===== src/rtl/sdram_write.sv =====
// SDRAM write-session controller.
// Pulls 4-word bursts from a first-word-fall-through write FIFO and writes
// them to SDRAM. The column advances after every burst. The row and the bank
// advance on page and frame wrap. Between bursts it yields the bus for
// auto-refresh when the arbiter asks for it.
//
// Handshake: wr_req is the bus request. It is registered and goes high the
// cycle after the FSM enters REQ. A single cycle of wr_en while in REQ is the
// grant. wr_req drops the cycle after the grant has been taken.
// The SDRAM command, address and data outputs are all registered, so each one
// appears one cycle after the state/counter value that produces it. This keeps
// data beat 0 on the same bus cycle as its WR command.
module sdram_write #(
    parameter int ROW_ADDR_MAX    = 1440,
    parameter int BURSTS_PER_TRIG = 64
) (
    input  logic        clk,
    input  logic        rst,
    input  logic        aref_req,
    input  logic        wr_trig,
    input  logic        wr_en,
    input  logic        flag_rd,
    input  logic [15:0] wfifo_rd_data,
    output logic        wr_req,
    output logic [3:0]  wr_cmd,
    output logic [12:0] wr_addr,
    output logic [1:0]  wr_bank,
    output logic [15:0] wr_data,
    output logic        wfifo_rd_en,
    output logic        flag_wr,
    output logic        flag_wr_end,
    output logic        wr_flag_aref,
    output logic [4:0]  dbg_state
);

    // SDRAM commands, {CS_n, RAS_n, CAS_n, WE_n}
    localparam logic [3:0] CMD_NOP = 4'b0111;
    localparam logic [3:0] CMD_ACT = 4'b0011;
    localparam logic [3:0] CMD_WR  = 4'b0100;
    localparam logic [3:0] CMD_PRE = 4'b0010;

    // A10 high selects precharge of all banks
    localparam logic [12:0] PRE_ALL_ADDR = 13'h0400;

    // Column of the last burst in a 512-word page
    localparam logic [8:0]  LAST_COL     = 9'd508;

    localparam logic [12:0] ROW_MAX      = 13'(ROW_ADDR_MAX);
    localparam logic [10:0] BURSTS_LAST  = 11'(BURSTS_PER_TRIG - 1);

    typedef enum logic [4:0] {
        S_IDLE = 5'b00001,
        S_REQ  = 5'b00010,
        S_ACT  = 5'b00100,
        S_WR   = 5'b01000,
        S_PRE  = 5'b10000
    } state_t;

    // Why the write loop left WR; decides where PRE goes afterwards
    typedef enum logic [1:0] {
        PR_END  = 2'd0,
        PR_AREF = 2'd1,
        PR_ROW  = 2'd2
    } pre_reason_t;

    state_t      state;
    state_t      state_next;
    pre_reason_t pre_reason;

    logic [1:0]  act_cnt;
    logic [1:0]  burst_cnt;
    logic        pre_cnt;
    logic [8:0]  col_addr;
    logic [12:0] row_addr;
    logic [10:0] bursts_done;

    logic [3:0]  cmd_next;
    logic [12:0] addr_next;

    logic        burst_last;
    logic        page_wrap;
    logic        session_done;
    logic        pre_exit;

    // Decode of events shared by the FSM and the datapath
    always_comb begin
        burst_last   = (state == S_WR) && (burst_cnt == 2'd3);
        page_wrap    = (col_addr == LAST_COL);
        session_done = (bursts_done == BURSTS_LAST);
        pre_exit     = (state == S_PRE) && pre_cnt;
        wfifo_rd_en  = (state == S_WR);
        dbg_state    = state;
    end

    // State register
    always_ff @(posedge clk or posedge rst) begin
        if (rst) begin
            state <= S_IDLE;
        end else begin
            state <= state_next;
        end
    end

    // Next state and the command/address to put on the bus next cycle
    always_comb begin
        state_next = state;
        cmd_next   = CMD_NOP;
        addr_next  = 13'd0;
        case (state)
            S_IDLE: begin
                if (wr_trig && !flag_rd) begin
                    state_next = S_REQ;
                end
            end
            S_REQ: begin
                if (wr_en) begin
                    state_next = S_ACT;
                end
            end
            S_ACT: begin
                if (act_cnt == 2'd1) begin
                    cmd_next  = CMD_ACT;
                    addr_next = row_addr;
                end
                if (act_cnt == 2'd3) begin
                    state_next = S_WR;
                end
            end
            S_WR: begin
                if (burst_cnt == 2'd0) begin
                    cmd_next  = CMD_WR;
                    addr_next = {4'b0000, col_addr};
                end
                // Ending the session beats refresh, and refresh beats a row change
                if (burst_last && (session_done || aref_req || page_wrap)) begin
                    state_next = S_PRE;
                end
            end
            S_PRE: begin
                if (!pre_cnt) begin
                    cmd_next  = CMD_PRE;
                    addr_next = PRE_ALL_ADDR;
                end else begin
                    case (pre_reason)
                        PR_END:  state_next = S_IDLE;
                        PR_AREF: state_next = S_REQ;
                        default: state_next = S_ACT;
                    endcase
                end
            end
            default: begin
                state_next = S_IDLE;
            end
        endcase
    end

    // Per-state cycle counters; each restarts from 0 on entry to its state
    always_ff @(posedge clk or posedge rst) begin
        if (rst) begin
            act_cnt   <= 2'd0;
            burst_cnt <= 2'd0;
            pre_cnt   <= 1'b0;
        end else begin
            act_cnt   <= (state == S_ACT) ? act_cnt + 2'd1 : 2'd0;
            burst_cnt <= (state == S_WR)  ? burst_cnt + 2'd1 : 2'd0;
            pre_cnt   <= (state == S_PRE) ? ~pre_cnt : 1'b0;
        end
    end

    // Address walk: column per burst, row per page, bank ping-pong per frame
    always_ff @(posedge clk or posedge rst) begin
        if (rst) begin
            col_addr    <= 9'd0;
            row_addr    <= 13'd0;
            wr_bank     <= 2'd0;
            bursts_done <= 11'd0;
            pre_reason  <= PR_END;
        end else if (burst_last) begin
            // The 9-bit column rolls from 508 to 0 by itself
            col_addr    <= col_addr + 9'd4;
            bursts_done <= bursts_done + 11'd1;
            if (page_wrap) begin
                if (row_addr == ROW_MAX) begin
                    row_addr <= 13'd0;
                    wr_bank  <= wr_bank ^ 2'b10;
                end else begin
                    row_addr <= row_addr + 13'd1;
                end
            end
            if (session_done) begin
                pre_reason <= PR_END;
            end else if (aref_req) begin
                pre_reason <= PR_AREF;
            end else begin
                pre_reason <= PR_ROW;
            end
        end else if (pre_exit && (pre_reason == PR_END)) begin
            bursts_done <= 11'd0;
        end
    end

    // Registered SDRAM bus: command, address and data move together
    always_ff @(posedge clk or posedge rst) begin
        if (rst) begin
            wr_cmd  <= CMD_NOP;
            wr_addr <= 13'd0;
            wr_data <= 16'd0;
        end else begin
            wr_cmd  <= cmd_next;
            wr_addr <= addr_next;
            wr_data <= (state == S_WR) ? wfifo_rd_data : 16'd0;
        end
    end

    // Bus request, session flag and the one-cycle status pulses
    always_ff @(posedge clk or posedge rst) begin
        if (rst) begin
            wr_req       <= 1'b0;
            flag_wr      <= 1'b0;
            flag_wr_end  <= 1'b0;
            wr_flag_aref <= 1'b0;
        end else begin
            wr_req       <= (state == S_REQ);
            flag_wr_end  <= pre_exit && (pre_reason == PR_END);
            wr_flag_aref <= pre_exit && (pre_reason == PR_AREF);
            if ((state == S_REQ) && wr_en) begin
                flag_wr <= 1'b1;
            end else if (pre_exit && (pre_reason == PR_END)) begin
                flag_wr <= 1'b0;
            end
        end
    end

endmodule


===== config.mk =====
export PLATFORM = sky130hd
export DESIGN_NAME = sdram_write
export DESIGN_NICKNAME = d
export VERILOG_FILES = /design/src/rtl/sdram_write.sv
export SDC_FILE = /design/constraint.sdc
export NUM_CORES = 1
export LEC_CHECK = 0
export BUFFER_PORTS_ARGS = -buffer_cell sky130_fd_sc_hd__buf_4
export CAP_MARGIN = 20
export CORE_MARGIN = 3
export CORE_UTILIZATION = 59
export CTS_CLUSTER_SIZE = 20
export DETAILED_ROUTE_END_ITERATION = 8
export PLACE_DENSITY_LB_ADDON = 0.12
export SYNTH_ARGS = -nofsm -noshare
export SYNTH_HDL_FRONTEND = slang
export SYNTH_SLANG_ARGS = --single-unit
export TNS_END_PERCENT = 10

===== constraint.sdc =====
create_clock -name clk -period 7.51 [get_ports clk]
set_input_delay 1.502 -clock clk [delete_from_list [all_inputs] [get_ports clk]]
set_output_delay 1.502 -clock clk [all_outputs]
set_load 0.03 [all_outputs]

; ---- Word level (Yosys, flattened, before mapping)
; Cells that the tools add are included.
[op_classes]
n_addsub = 5
eq_ne = 17
mux = 26
bitwise_logic = 2
n_reduce_logical = 17
[op_table]
columns = op, count
row1 = $pmux 13 s3, 1
row2 = $mux 11, 3
row3 = $mux 13, 2
row4 = $mux 5, 5
row5 = $pmux 5 s5, 1
row6 = $mux 16, 1
row7 = $add 13x1->13 const B, 1
row8 = $eq 13x11->1 const B, 1
row9 = $add 11x1->11 const B, 1
row10 = $eq 11x6->1 const B, 1
row11 = $mux 2, 5
row12 = $add 9x3->9 const B, 1
row13 = $eq 9x9->1 const B, 1
row14 = $mux 9, 1
row15 = $pmux 3 s3, 1
row16 = $ne 2x2->1 const B, 4
row17 = $logic_and 1x1->1, 7
row18 = $mux 3, 2
row19 = $pmux 3 s2, 1
row20 = $eq 5x1->1 const B, 1
row21 = $eq 5x2->1 const B, 1
row22 = $eq 5x3->1 const B, 1
row23 = $eq 5x4->1 const B, 1
row24 = $eq 5x5->1 const B, 1
row25 = 13 further kinds, 22
[totals]
regBits = 83
input_bits = 22
output_inout_bits = 45

; ---- Longest topological paths before layout
[depth]
ltp_word = 6
depth_mapped = 7
depth_no_buf = 6

; ---- Worst setup path after synthesis
; No wires, ideal clock.
[synth_timing]
path_type = flip-flop to output port
start = register state[2], in the netlist dbg_state[2]
end = output port wfifo_rd_en
t_arrival_ns = 1.539
t_required_ns = 6.008
slack_ns = 4.469
stages_incl_launch_ff = 6
cell_sequence = dfrtp_1 > buf_6 > or3_1 > buf_6 > nor2_1 > buf_2
[synth_via]
elab_chain_cells = 1
[synth_rtl]
columns = item, line_no
row1 = "start, declared", 66  ; state_t state;
row2 = "start signal, assigned", 100  ; state <= state_next;
row3 = $eq 5x4->1, 91  ; wfifo_rd_en = (state == S_WR);
row4 = "end, declared", 29  ; output logic wfifo_rd_en,
; Every way passes these cells.

; ---- Worst setup path after layout
[layout_timing]
start = register state[4], in the netlist dbg_state[4]
end = output port wfifo_rd_en
; The elaborated chain is that of the path after synthesis.

==> metrics.md <==
| Metric | Value |
|---|---|
| RSZ-0062 raised after global routing | `false` |
| Most frequent cell after synthesis | `dfrtp_1` |
| CP max stage delay | `between 0.6 and 0.7 ns` |
| VDD IR-drop max | `0.000169 V` |
| Placed Area | `~4000 µm²` |
| WP data required | `about 6.0 ns` |
| Status | `complete, no violations` |
| Crit path max fanout | `12` |
| Detailed placement HPWL | `5140 µm` |
| Core area | `~5700 µm²` |
| Vias per cell | `around 5.8` |
| Peak Freq | `approximately 0.26 GHz` |
| Initial Util | `roughly 63%` |
| CTS max path bufs | `2` |
| CP startpoint kind | `flop` |
| Grt ovf | `0` |
| CTS root buffer | `clkbuf_8` |
| Final core utilization | `74.9%` |
| Synth unique cells | `53` |
| DRC viols | `0` |
| Slew @ Worst Pin | `between 0.9 and 1 ns` |
| Critical Path, Cell by Cell | `or3_1, nor2_1, buf_4` |
| CTS tree | `done` |
| Area share of the largest cell type after synthesis | `53.3%` |
| Synthesis warning total | `0` |
| CTS hold repair buffers | `0` |
| Worst-Skew Late Latency | `roughly 0.36 ns` |
| Post-DRT Antenna Nets | `0` |
| Max-Slew Margin vs Limit | `33.1%` |
| Final hold slack | `about 0.47 ns` |
| Pwr/cell area | `approximately 230 nW/µm²` |
| Die W | `83.8 µm` |
| Min-delay worst type | `reg -> reg` |
| Ranking of synthesized cells by area | `dfrtp_1, and3_1, mux2i_1, dfstp_2, nand2_1` |
| Die ar. | `between 7000 and 8000 µm²` |
| Mapped Area | `3570 µm²` |
| Post-layout min period | `about 3.8 ns` |
| Boundary Pins | `67` |
| Layout cell share with drive strength beyond 1 | `around a quarter` |
| Placer Congestion | `about 0.85` |
| Layout Nets | `approximately 420` |
| DRC marker count from the first detailed-route iteration | `125` |
| Drt first pass iters | `5` |
| Area Growth Syn to Fin | `19.2%` |
| Ant. Diodes | `0` |
| Synth cell count leaders | `dfrtp_1, nand2_1, and3_1, nand3_1, nor2_1` |
| Number of flops mapped to enable cells by yosys | `0` |
| Yosys reg bits | `80` |
| Post-CTS resize count | `0` |
| Gr usage total | `~22%` |
| Filler cells | `421` |
| CP max stage cell | `nor2_1` |
| Final setup viols | `0` |
| Clk sink count | `80` |
| Initial antenna violation count | `0` |
| H-tree Lvls | `3` |
| Vias in the first global route | `between 2000 and 3000` |
| Final WL | `~7200 µm` |
| Max-cap violations | `0` |
| Global-route wire length before repair | `approximately 12000 µm` |
| Post-Route Setup TNS | `0 ns` |
| CP endpoint kind | `output pin` |
| Ys flop type | `dfrtp_1` |
| Post-Synthesis Cells | `around 330` |
| Critical path class | `reg -> out` |
| Routed length per instance | `~16 µm` |
| Synth area leader | `dfrtp_1` |
| Synth async-reset ratio | `100%` |
| Clk pin slew, worst setup/hold paths | `approximately 0.080 ns` |
| Die height | `about 84 µm` |
| DP Worst Slack | `around 4.1 ns` |
| Setup ws final | `about 3.7 ns` |
| Via count | `between 2000 and 3000` |
| Synth Area per Inst | `10.9 µm²` |
| Sequential area share after synthesis | `about 56%` |
| Max-slew violations | `0` |
| CP arrival | `between 2 and 2.5 ns` |
| Tcrit/Tclk final | `roughly 51%` |
| Placement row count | `27` |
| CTS Buf Count | `9` |
| Lkg Pwr | `~2.1 nW` |
| Post-CTS setup buffers | `0` |
| Port Buffers | `64` |
| Post-route cell area | `~4300 µm²` |
| Largest net degree at the start of global routing | `between 80 and 90` |
| Setup Skew | `around 0.012 ns` |
| Final hold viol count | `0` |
## final cells by class
type                    instances  area, µm²  share of cell area (%)
inverters                      12       46.3                    1.09
multi-input cells             217       1430                    33.6
repair buffers                 66        495                    11.7
clock buffers                  12        155                    3.65
clock inverters                 4       28.8                   0.677
well taps                      72       90.1                    2.12
flip-flops and latches         80       2010                    47.2
## where the power goes
group          internal, mW  total, mW  leakage [nW]  switching (mW)
Sequential            0.457      0.484          1.09          0.0271
Clock                 0.138      0.290        0.0886           0.152
Combinational        0.0761      0.223         0.944           0.147
## cell usage in the layout (no fill, tap or decap), drive strengths merged, types with 7 or more instances in the layout
| cell | Yosys | final |
|---|---|---|
| a21oi | 9 | 9 |
| a32o | 7 | 7 |
| and3 | 25 | 25 |
| buf | 8 | 66 |
| clkbuf | 10 | 12 |
| dfrtp | 76 | 76 |
| ha | 8 | 8 |
| inv | 12 | 11 |
| mux2i | 11 | 11 |
| nand2 | 27 | 27 |
| nand3 | 19 | 19 |
| nand4 | 8 | 8 |
| nor2 | 14 | 14 |
| nor3 | 10 | 10 |
| o21ai | 12 | 12 |
| xnor2 | 10 | 10 |
## logic make-up (layout without fill, tap and decap cells)
kind of cell	after synthesis	in the layout	share of synthesized area, %
buf+inv	30	94	3.93
mux	11	11	3.09
compound gates	44	44	8.73
flops	80	80	56.2
simple gates	139	139	21.9
xor+xnor	13	13	3.19
other cells	1	2	0.105
fa+ha+maj	8	8	2.81
## through the flow
step                      power [mW]  std cells
after floorplan                0.658        327
after global placement         0.711        447
after detailed placement       0.717        447
after CTS                       1.00        463
after global routing            1.05        463
final                          0.997        463
## worst max-delay path, delay by kind of cell, from the launching register on
| kind | cells | cell delay, ns |
|---|---|---|
| AND/OR/NAND/NOR | 2 | 1.20 |
| buffers and inverters | 1 | 0.28 |
| flip-flops | 1 | 0.47 |
## flip-flops by register name, indices dropped and copies added (netlist names)
signal	count
wr_cmd	3
wr_addr	13
row_addr	13
burst_cnt	2
pre_cnt	1
flag_wr	1
pre_reason	2
wr_flag_aref	1
act_cnt	2
wr_bank	1
wr_req	1
bursts_done	11
wr_data	16
flag_wr_end	1
col_addr	7
dbg_state	5
## worst paths after layout
check / startpoint / endpoint / slack [ns] / depth (start not counted)
setup / recovery: dbg_state[4] / wfifo_rd_en / 3.70 / 3
hold / removal: burst_cnt[0] / burst_cnt[0] / 0.47 / 1
setup reg to reg: dbg_state[4] / bursts_done[10] / 4.74 / 4
hold reg to reg: burst_cnt[0] / burst_cnt[0] / 0.47 / 1
max in group asynchronous: rst / row_addr[11] / 5.45 / 3
min in group asynchronous: rst / wr_req / 1.42 / 3
## per-layer routing
| layer | part of all wire [%] | track usage, % | vias up | wire (µm) |
|---|---|---|---|---|
| li1 | - | - | 1277 | - |
| met1 | 44 | 29.8 | 1289 | 3160 |
| met2 | 47 | 33.8 | 110 | 3360 |
| met3 | 7.6 | 5.92 | 18 | 550 |
| met4 | 2.1 | 9.21 | 0 | 150 |
| met5 | 0 | 0 | - | 0 |
Note: power is estimated with default switching activity, not from simulation.
